--- src/rtl/otter_pc_pkg.sv ---
// Shared types and constants for the program-counter generator.
package otter_pc_pkg;

    localparam int unsigned PC_SRC_W = 3;
    localparam int unsigned PC_INC   = 4;

    // Next-PC source encoding; 6 and 7 are reserved and behave as sequential
    typedef enum logic [PC_SRC_W-1:0] {
        PC_SRC_SEQ    = 3'd0,
        PC_SRC_JALR   = 3'd1,
        PC_SRC_BRANCH = 3'd2,
        PC_SRC_JAL    = 3'd3,
        PC_SRC_TRAP   = 3'd4,
        PC_SRC_MRET   = 3'd5
    } pc_src_t;

    typedef enum logic [1:0] {
        ST_BOOT    = 2'd0,
        ST_RUN     = 2'd1,
        ST_PENDING = 2'd2
    } pc_state_t;

endpackage

--- src/rtl/pc_next_mux.sv ---
// Combinational next-PC target select; flags sources that redirect the stream.
module pc_next_mux
    import otter_pc_pkg::*;
#(
    parameter int unsigned XLEN = 32
) (
    input  logic [XLEN-1:0]     pc,
    input  logic [PC_SRC_W-1:0] src,
    input  logic [XLEN-1:0]     jalr_in,
    input  logic [XLEN-1:0]     branch_in,
    input  logic [XLEN-1:0]     jal_in,
    input  logic [XLEN-1:0]     mtvec_in,
    input  logic [XLEN-1:0]     mepc_in,
    output logic [XLEN-1:0]     target_c,
    output logic                redirect_c
);

    // Select target; reserved encodings fall through to PC+4 (wraps naturally)
    always_comb begin
        target_c   = pc + XLEN'(PC_INC);
        redirect_c = 1'b0;
        case (pc_src_t'(src))
            PC_SRC_JALR: begin
                target_c   = {jalr_in[XLEN-1:1], 1'b0};
                redirect_c = 1'b1;
            end
            PC_SRC_BRANCH: begin
                target_c   = branch_in;
                redirect_c = 1'b1;
            end
            PC_SRC_JAL: begin
                target_c   = jal_in;
                redirect_c = 1'b1;
            end
            PC_SRC_TRAP: begin
                target_c   = {mtvec_in[XLEN-1:2], 2'b00};
                redirect_c = 1'b1;
            end
            PC_SRC_MRET: begin
                target_c   = mepc_in;
                redirect_c = 1'b1;
            end
            default: begin
                target_c   = pc + XLEN'(PC_INC);
                redirect_c = 1'b0;
            end
        endcase
    end

endmodule

--- src/rtl/pc_gen.sv ---
// Program-counter generator: boot/run/pending FSM with deferred redirects.
// Optional misaligned-target rejection enabled by defining PC_MISALIGN_CHECK_EN.
module pc_gen
    import otter_pc_pkg::*;
#(
    parameter int unsigned     XLEN      = 32,
    parameter logic [XLEN-1:0] RESET_VEC = 32'h0000_0000
) (
    input  logic                CLK,
    input  logic                RST,
    input  logic                PC_LD,
    input  logic [PC_SRC_W-1:0] PC_SOURCE,
    input  logic [XLEN-1:0]     JALR_IN,
    input  logic [XLEN-1:0]     BRANCH_IN,
    input  logic [XLEN-1:0]     JAL_IN,
    input  logic [XLEN-1:0]     MTVEC_IN,
    input  logic [XLEN-1:0]     MEPC_IN,
    output logic [XLEN-1:0]     PC_OUT,
    output logic                PC_VALID,
    output logic                REDIRECT_PENDING,
    output logic                MISALIGN,
    output logic [XLEN-1:0]     MISALIGN_ADDR
);

    pc_state_t       state_q, state_d;
    logic [XLEN-1:0] pc_q, pc_d;
    logic [XLEN-1:0] pend_tgt_q, pend_tgt_d;
    logic            valid_q, valid_d;
    logic            rpend_q, rpend_d;
    logic [XLEN-1:0] target_c;
    logic            redirect_c;
    logic [XLEN-1:0] load_tgt;
    logic            do_load;
`ifdef PC_MISALIGN_CHECK_EN
    logic            mis_q, mis_d;
    logic [XLEN-1:0] mis_addr_q, mis_addr_d;
`endif

    pc_next_mux #(.XLEN(XLEN)) u_next_mux (
        .pc         (pc_q),
        .src        (PC_SOURCE),
        .jalr_in    (JALR_IN),
        .branch_in  (BRANCH_IN),
        .jal_in     (JAL_IN),
        .mtvec_in   (MTVEC_IN),
        .mepc_in    (MEPC_IN),
        .target_c   (target_c),
        .redirect_c (redirect_c)
    );

    // Next-state, PC load and pending-capture decisions
    always_comb begin
        state_d    = state_q;
        pc_d       = pc_q;
        pend_tgt_d = pend_tgt_q;
        load_tgt   = target_c;
        do_load    = 1'b0;
`ifdef PC_MISALIGN_CHECK_EN
        mis_d      = 1'b0;
        mis_addr_d = mis_addr_q;
`endif
        case (state_q)
            ST_BOOT: begin
                state_d = ST_RUN;
            end
            ST_RUN: begin
                if (PC_LD) begin
                    do_load = 1'b1;
                end else if (redirect_c) begin
                    pend_tgt_d = target_c;
                    state_d    = ST_PENDING;
                end
            end
            ST_PENDING: begin
                if (PC_LD) begin
                    do_load    = 1'b1;
                    load_tgt   = redirect_c ? target_c : pend_tgt_q;
                    pend_tgt_d = '0;
                    state_d    = ST_RUN;
                end else if (redirect_c) begin
                    pend_tgt_d = target_c;
                end
            end
            default: begin
                state_d = ST_BOOT;
            end
        endcase

        // Only redirect targets (current or pending) are subject to the alignment check
        if (do_load) begin
`ifdef PC_MISALIGN_CHECK_EN
            if ((state_q == ST_PENDING || redirect_c) && load_tgt[1:0] != 2'b00) begin
                mis_d      = 1'b1;
                mis_addr_d = load_tgt;
            end else begin
                pc_d = load_tgt;
            end
`else
            pc_d = load_tgt;
`endif
        end
    end

    assign valid_d = (state_d != ST_BOOT);
    assign rpend_d = (state_d == ST_PENDING);

    // State and output registers, cleared asynchronously
    always_ff @(posedge CLK or posedge RST) begin
        if (RST) begin
            state_q    <= ST_BOOT;
            pc_q       <= RESET_VEC;
            pend_tgt_q <= '0;
            valid_q    <= 1'b0;
            rpend_q    <= 1'b0;
        end else begin
            state_q    <= state_d;
            pc_q       <= pc_d;
            pend_tgt_q <= pend_tgt_d;
            valid_q    <= valid_d;
            rpend_q    <= rpend_d;
        end
    end

`ifdef PC_MISALIGN_CHECK_EN
    // Misalign pulse and last rejected address
    always_ff @(posedge CLK or posedge RST) begin
        if (RST) begin
            mis_q      <= 1'b0;
            mis_addr_q <= '0;
        end else begin
            mis_q      <= mis_d;
            mis_addr_q <= mis_addr_d;
        end
    end

    assign MISALIGN      = mis_q;
    assign MISALIGN_ADDR = mis_addr_q;
`else
    assign MISALIGN      = 1'b0;
    assign MISALIGN_ADDR = '0;
`endif

    assign PC_OUT           = pc_q;
    assign PC_VALID         = valid_q;
    assign REDIRECT_PENDING = rpend_q;

endmodule
--- config.mk ---
export PLATFORM = sky130hd
export DESIGN_NAME = pc_gen
export DESIGN_NICKNAME = d
export VERILOG_FILES = /design/src/rtl/otter_pc_pkg.sv /design/src/rtl/pc_next_mux.sv /design/src/rtl/pc_gen.sv
export SDC_FILE = /design/constraint.sdc
export NUM_CORES = 1
export LEC_CHECK = 0
export CAP_MARGIN = 30
export CORE_MARGIN = 2
export CORE_UTILIZATION = 39
export DETAILED_ROUTE_END_ITERATION = 10
export GPL_TIMING_DRIVEN = 0
export HOLD_SLACK_MARGIN = 0.15
export PLACE_DENSITY = 0.82
export REMOVE_ABC_BUFFERS = 1
export SYNTH_ARGS = -nofsm -noshare
export SYNTH_HDL_FRONTEND = slang
export SYNTH_SLANG_ARGS = --single-unit
--- constraint.sdc ---
create_clock -name CLK -period 2.3 [get_ports CLK]
set_clock_uncertainty 0.05 [all_clocks]
set_input_delay 0.46 -clock CLK [delete_from_list [all_inputs] [get_ports CLK]]
set_output_delay 0.46 -clock CLK [all_outputs]
set_load 0.01 [all_outputs]
### Yosys cells after proc, flatten, opt, wreduce, memory -nomap -nowiden

Index checks and enable logic that the tools add are counted.

| word-level totals | value |
|---|---|
| bits in latches | 0 |
| memory bits (read-only) | 0 |
| RAM bits | 0 |
| memories kept | 0 |
| output and inout port bits | 67 |
| flip-flop bits (word level) | 68 |
| word-level logic and storage cells | 35 |

| operators by class | value |
|---|---|
| shift operators | 0 |
| div/mod/pow operators | 0 |
| $add $sub $neg | 1 |
| muxes and demuxes | 14 |
| bitwise gates (word level) | 0 |
| multiply operators | 0 |
| magnitude comparators | 0 |
| reduce and logical (&&, ||, !) cells | 6 |
| equal/unequal tests | 9 |

Operators with widths:

| kind | number |
|---|---|
| $mux W32 | 5 |
| $pmux W32 S5 | 1 |
| $pmux W32 S2 | 1 |
| $add A32 B3 Y32 const B | 1 |
| $eq A3 B2 Y1 const B | 2 |
| $eq A3 B3 Y1 const B | 2 |
| $mux W2 | 3 |
| $pmux W2 S3 | 1 |
| $reduce_or A5 Y1 | 1 |
| $eq A2 B2 Y1 const B | 2 |
| $reduce_bool A2 Y1 | 2 |
| $eq A3 B1 Y1 const B | 1 |
| $mux W1 | 3 |
| $eq A2 B1 Y1 const B | 1 |
| $logic_not A2 Y1 | 1 |
| $ne A2 B2 Y1 const B | 1 |
| $reduce_and A2 Y1 | 1 |
| $reduce_or A2 Y1 | 1 |

### Depth between registers and ports, before layout

| logic depth | value |
|---|---|
| word-level depth | 7 |
| depth in mapped cells | 9 |
| depth with buffers taken out | 7 |

### Modules after synthesis

Synthesis repeated with hierarchy kept, for this count alone.

| second synthesis, totals | value |
|---|---|
| cell total of the unflattened synthesis | 622 |
| area total of the unflattened synthesis | 5566.6 um^2 |

Modules (own cells, without submodules):

| module | sequential area each (um^2) | instances | cells an instance | area an instance (um^2) |
|---|---|---|---|---|
| pc_gen | 1701.6 | 1 | 272 | 3193.1 |
| pc_next_mux | 0.0 | 1 | 350 | 2373.5 |

### Worst setup path after synthesis

OpenSTA, ideal clock, no wires.

| timing | value |
|---|---|
| kind | input to register |
| start point | in PC_SOURCE[2] |
| end point | reg pc_q[31], in the netlist PC_OUT[31] |
| library setup time | 0.131 ns |
| path buffers | 2 |
| cell stages on the path | 7 |
| arrival | 1.954 ns |
| slack | 0.165 ns |
| required time | 2.119 ns |
| cells stage by stage | buf_2 > buf_1 > mux2_2 > a22oi_1 > a21oi_1 > a221oi_1 > nand3_1 |

| between the ends | value |
|---|---|
| longest elaborated chain between the ends | 6 |
| elaborated cells between the ends (all ways) | 11 |
| those cells by class | 5 x eq/ne; 5 x mux; 1 x reduce/logical |

RTL lines:

| item | RTL line | text |
|---|---|---|
| start, declared | pc_gen.sv:12 | `input logic [PC_SRC_W-1:0] PC_SOURCE,` |
| $eq A3 B1 Y1, or another cell as far along | pc_next_mux.sv:22 | `case (pc_src_t'(src))` |
| $reduce_or A5 Y1 (no source line) | -- |  |
| $mux W1 | pc_next_mux.sv:22 |  |
| $mux W32 | -- |  |
| $mux W32 | pc_gen.sv:75 | `if (PC_LD) begin` |
| $mux W32 (*) | pc_gen.sv:62 | `case (state_q)` |
| end signal, assigned | pc_gen.sv:117 | `pc_q <= pc_d;` |
| end, declared | pc_gen.sv:26 | `logic [XLEN-1:0] pc_q, pc_d;` |

Mark *: on every way between the ends. The rest lies on a longest branch, timed or not.
A chain may end at the register's enable or synchronous reset.

### Final worst setup path

| timing | value |
|---|---|
| start point | in PC_SOURCE[2] |
| end point | reg pend_tgt_q[25] |

| between the ends | value |
|---|---|
| longest elaborated chain between the ends | 6 |
| elaborated cells between the ends (all ways) | 12 |
| those cells by class | 5 x eq/ne; 6 x mux; 1 x reduce/logical |

RTL lines:

| item | RTL line | text |
|---|---|---|
| $eq A3 B1 Y1, or another cell as far along | pc_next_mux.sv:22 |  |
| $reduce_or A5 Y1 (no source line) | -- |  |
| $mux W1 | pc_next_mux.sv:22 |  |
| $mux W32 (*) | pc_gen.sv:69, pc_gen.sv:80 |  |
| $mux W32, on equally long branches | pc_gen.sv:75, pc_gen.sv:67 |  |
| $pmux W32 S2 (*) | pc_gen.sv:62 |  |
| end signal, assigned | pc_gen.sv:118 | `pend_tgt_q <= pend_tgt_d;` |
| end, declared | pc_gen.sv:27 | `logic [XLEN-1:0] pend_tgt_q, pend_tgt_d;` |

Mark *: on every way between the ends. The rest lies on a longest branch, timed or not. The select of a mux whose other input is x is not followed.

==> impl_metrics.json <==
{
  "status": "finished clean",
  "clkPwrFrac": 0.213,
  "cts_tree": "yes",
  "rrSetupSlack_ps": 130,
  "io_pins": 233,
  "nets": 934,
  "port_buffers": 196,
  "drc": 0,
  "timing_hold_violations_final": 0,
  "p_per_area_nw_per_um2": 907.5,
  "drv_cap": 0,
  "final_area_um2": 7772,
  "cts_root_buffer": "clkbuf_16",
  "cts_buffers": 9,
  "sequentialPowerShare": 0.316,
  "antenna_found_initial": 0,
  "area_growth_pct": 47.55,
  "setup_tns_ps": 0,
  "grt_pass1_vias": 5494,
  "hpwl_um": 13250,
  "syn_area_um2": 5268,
  "maxSlewHeadroom": 0.4118,
  "synth_seq_cells": 68,
  "viasPerCell": 5.931,
  "numClockSinks": 68,
  "hold-worst-slack_ps": 431.7,
  "max_stage_delay_ps": 330,
  "die_w_um": 120.2,
  "post_dp_cell_area_um2": 7278,
  "rsz0062_at_grt": "false",
  "synth_ff_type": "dfrtp_1",
  "critPathLaunch": "PC_SOURCE[2]",
  "ys_async_sr_fraction": 1.000,
  "hold_path_class": "flop to flop",
  "h-tree-depth": 3,
  "die-height_um": 120.2,
  "grt_overflow": 0,
  "end_kind": "flop",
  "n_antenna_cell": 0,
  "finalCritPeriodShare": 0.9642,
  "p_sw_frac": 0.3866,
  "critPathKind": "primary input to flop",
  "crit_arrival_ps": 2380,
  "setup_violations": 0,
  "firstDrtPassIters": 6,
  "max_clock_freq_mhz": 450.9,
  "cp-start-kind": "primary input",
  "p_leak_nw": 3.095,
  "vias": 5593,
  "slew_viol_final": 0,
  "r2r-start": "state_q[0]",
  "clk_pin_slew_ps": 50,
  "syn_avg_cell_area_um2": 8.974,
  "antenna_left": 0,
  "num-fill-cells": 1135,
  "p_comb_frac": 0.472,
  "max_slew.worst_pin.slew_ps": 882.3,
  "layout-drive-gt1-share": 0.1213,
  "hold_depth": 1,
  "synth-edff-count": 0,
  "wirelength_um": 18240,
  "synth_cell_types": 70,
  "cts.path.max_buffers": 2,
  "power_mw": 7.053,
  "rows": 42,
  "clk_latency_ps": 330,
  "grt_max_degree": 69,
  "syn-instance-count": 587,
  "layout_min_cycle_time_ps": 2218,
  "initial_utilization": 0.3994,
  "required_ps": 2470,
  "critPathMaxFanout": 24,
  "core_um2": 13190,
  "crit_slowest_cell": "a21o_4",
  "internal-power_mw": 4.326,
  "fp.dieArea_um2": 14450,
  "gp_congestion": 0.8425,
  "fin_ws_ps": 82.28,
  "grt_pass1_wl_um": 28880,
  "netSwitchingPower_mw": 2.727,
  "path_cells": "buf_2 > buf_12 > and2_2 > nor2_4 > o22ai_1 > a21o_4 > buf_16 > a22o_1",
  "ys_warn_count": 0,
  "synth-seq-area-share": 0.3230,
  "ff2ff_path_depth": 7,
  "drt-wirelength-per-cell_um": 19.34,
  "drt_iter0_markers": 468,
  "dp_slack_ps": -1283,
  "track_usage": 0.2526,
  "hp-start": "pend_tgt_q[31]",
  "irDropWorstVdd_mv": 0.5321
}
-- flip-flops by register name, indices dropped and copies added, names as in the netlist --
register and cells:
PC_OUT 32, PC_VALID 1, REDIRECT_PENDING 1, pend_tgt_q 32
state_q 2
-- layout make-up --
| cell class | instances | area, um^2 | share of cell area |
|---|---|---|---|
| multi-input cells | 455 | 3276 | 0.4214 |
| clock inverters | 4 | 72.57 | 0.009337 |
| clock buffers | 12 | 246.5 | 0.03171 |
| repair buffers | 214 | 2191 | 0.2819 |
| well taps | 176 | 220.2 | 0.02833 |
| inverters | 14 | 63.81 | 0.008210 |
| flip-flops and latches | 68 | 1703 | 0.2191 |
-- cell usage in the layout, fill, tap and decap left out, types with 6 or more instances in the layout --
cell type | netlist | layout
o21ai_0 | 31 | 29
o2bb2ai_1 | 24 | 24
a22o_1 | 13 | 13
a311oi_1 | 8 | 8
mux2i_1 | 40 | 40
nor3_1 | 14 | 14
a21oi_1 | 20 | 19
dfrtp_1 | 68 | 67
buf_4 | 35 | 7
a31oi_1 | 17 | 17
clkbuf_16 | 0 | 9
o22a_1 | 10 | 10
o22ai_1 | 16 | 16
nand2_1 | 28 | 26
clkdlybuf4s50_1 | 0 | 192
a31o_2 | 7 | 7
a22oi_1 | 13 | 13
inv_1 | 13 | 11
mux2_2 | 15 | 15
nand4_1 | 6 | 6
conb_1 | 1 | 33
nor4_1 | 9 | 8
nor2_1 | 34 | 31
nand3_1 | 15 | 15
-- final timing paths --
path,endpoint
max,pend_tgt_q[25]
min,pend_tgt_q[31]
max reg2reg,PC_OUT[31]
min reg2reg,pend_tgt_q[31]
max in group asynchronous,state_q[1]
min in group asynchronous,PC_OUT[1]
-- power groups by stage --
stage	clock (mW)	sequential, mW	combinational (mW)
2_1_floorplan	0	2.20	1.52
3_3_place_gp	0	2.19	2.91
3_5_place_dp	0	2.21	3.17
4_1_cts	1.51	2.20	3.25
5_1_grt	1.55	2.30	3.60
6_report	1.50	2.23	3.33
-- cells by family (layout without fill, tap and decap cells) --
| logic type | after synthesis | in the layout | share of synthesized area |
|---|---|---|---|
| xor+xnor | 6 | 6 | 0.009976 |
| mux | 55 | 55 | 0.1081 |
| flops | 68 | 68 | 0.3230 |
| fa+ha+maj | 6 | 6 | 0.01425 |
| buf+inv | 96 | 244 | 0.1031 |
| other cells | 1 | 33 | 0.0007119 |
| compound gates | 203 | 203 | 0.2822 |
| simple gates | 152 | 152 | 0.1587 |
-- routing by layer --
metal	part of all wire	track usage
met3	0.089	0.06085
met4	0.029	0.08721
met5	0	0
met2	0.50	0.4428
met1	0.38	0.3028
-- Yosys cell counts, drive strengths merged (15+ instances only) --
cell	number	share of area
nor2	34	0.024
nand3	16	0.016
mux2	15	0.032
dfrtp	68	0.32
a31oi	17	0.020
nor3	15	0.015
clkbuf	30	0.025
nand2	28	0.020
o2bb2ai	24	0.040
buf	52	0.068
a21oi	20	0.019
o22ai	16	0.019
mux2i	40	0.076
o21ai	31	0.029
-- what timing repair did --
| item | CTS | global route |
|---|---|---|
| resized for setup | 23 | 16 |
| pin swaps | 1 | 0 |
| setup endpoints to repair | 67 | 31 |
| setup buffers | 3 | 3 |
| hold buffers | 0 | 0 |
| cloned | 0 | 0 |
-- metrics by stage --
| stage | util | std cells |
|---|---|---|
| after CTS | 0.5823 | 940 |
| after floorplan | - | 537 |
| after global routing | 0.5893 | 943 |
| after global placement | 0.5367 | 909 |
| after detailed placement | 0.5518 | 921 |
| final | 0.5893 | 943 |
-- worst max-delay path, delay by kind of cell --
family / cells / cell delay (ps)
simple gates: 2 / 470
compound gates: 3 / 760
buf+inv: 3 / 660
No activity file was read; power rests on OpenSTA's default activity.
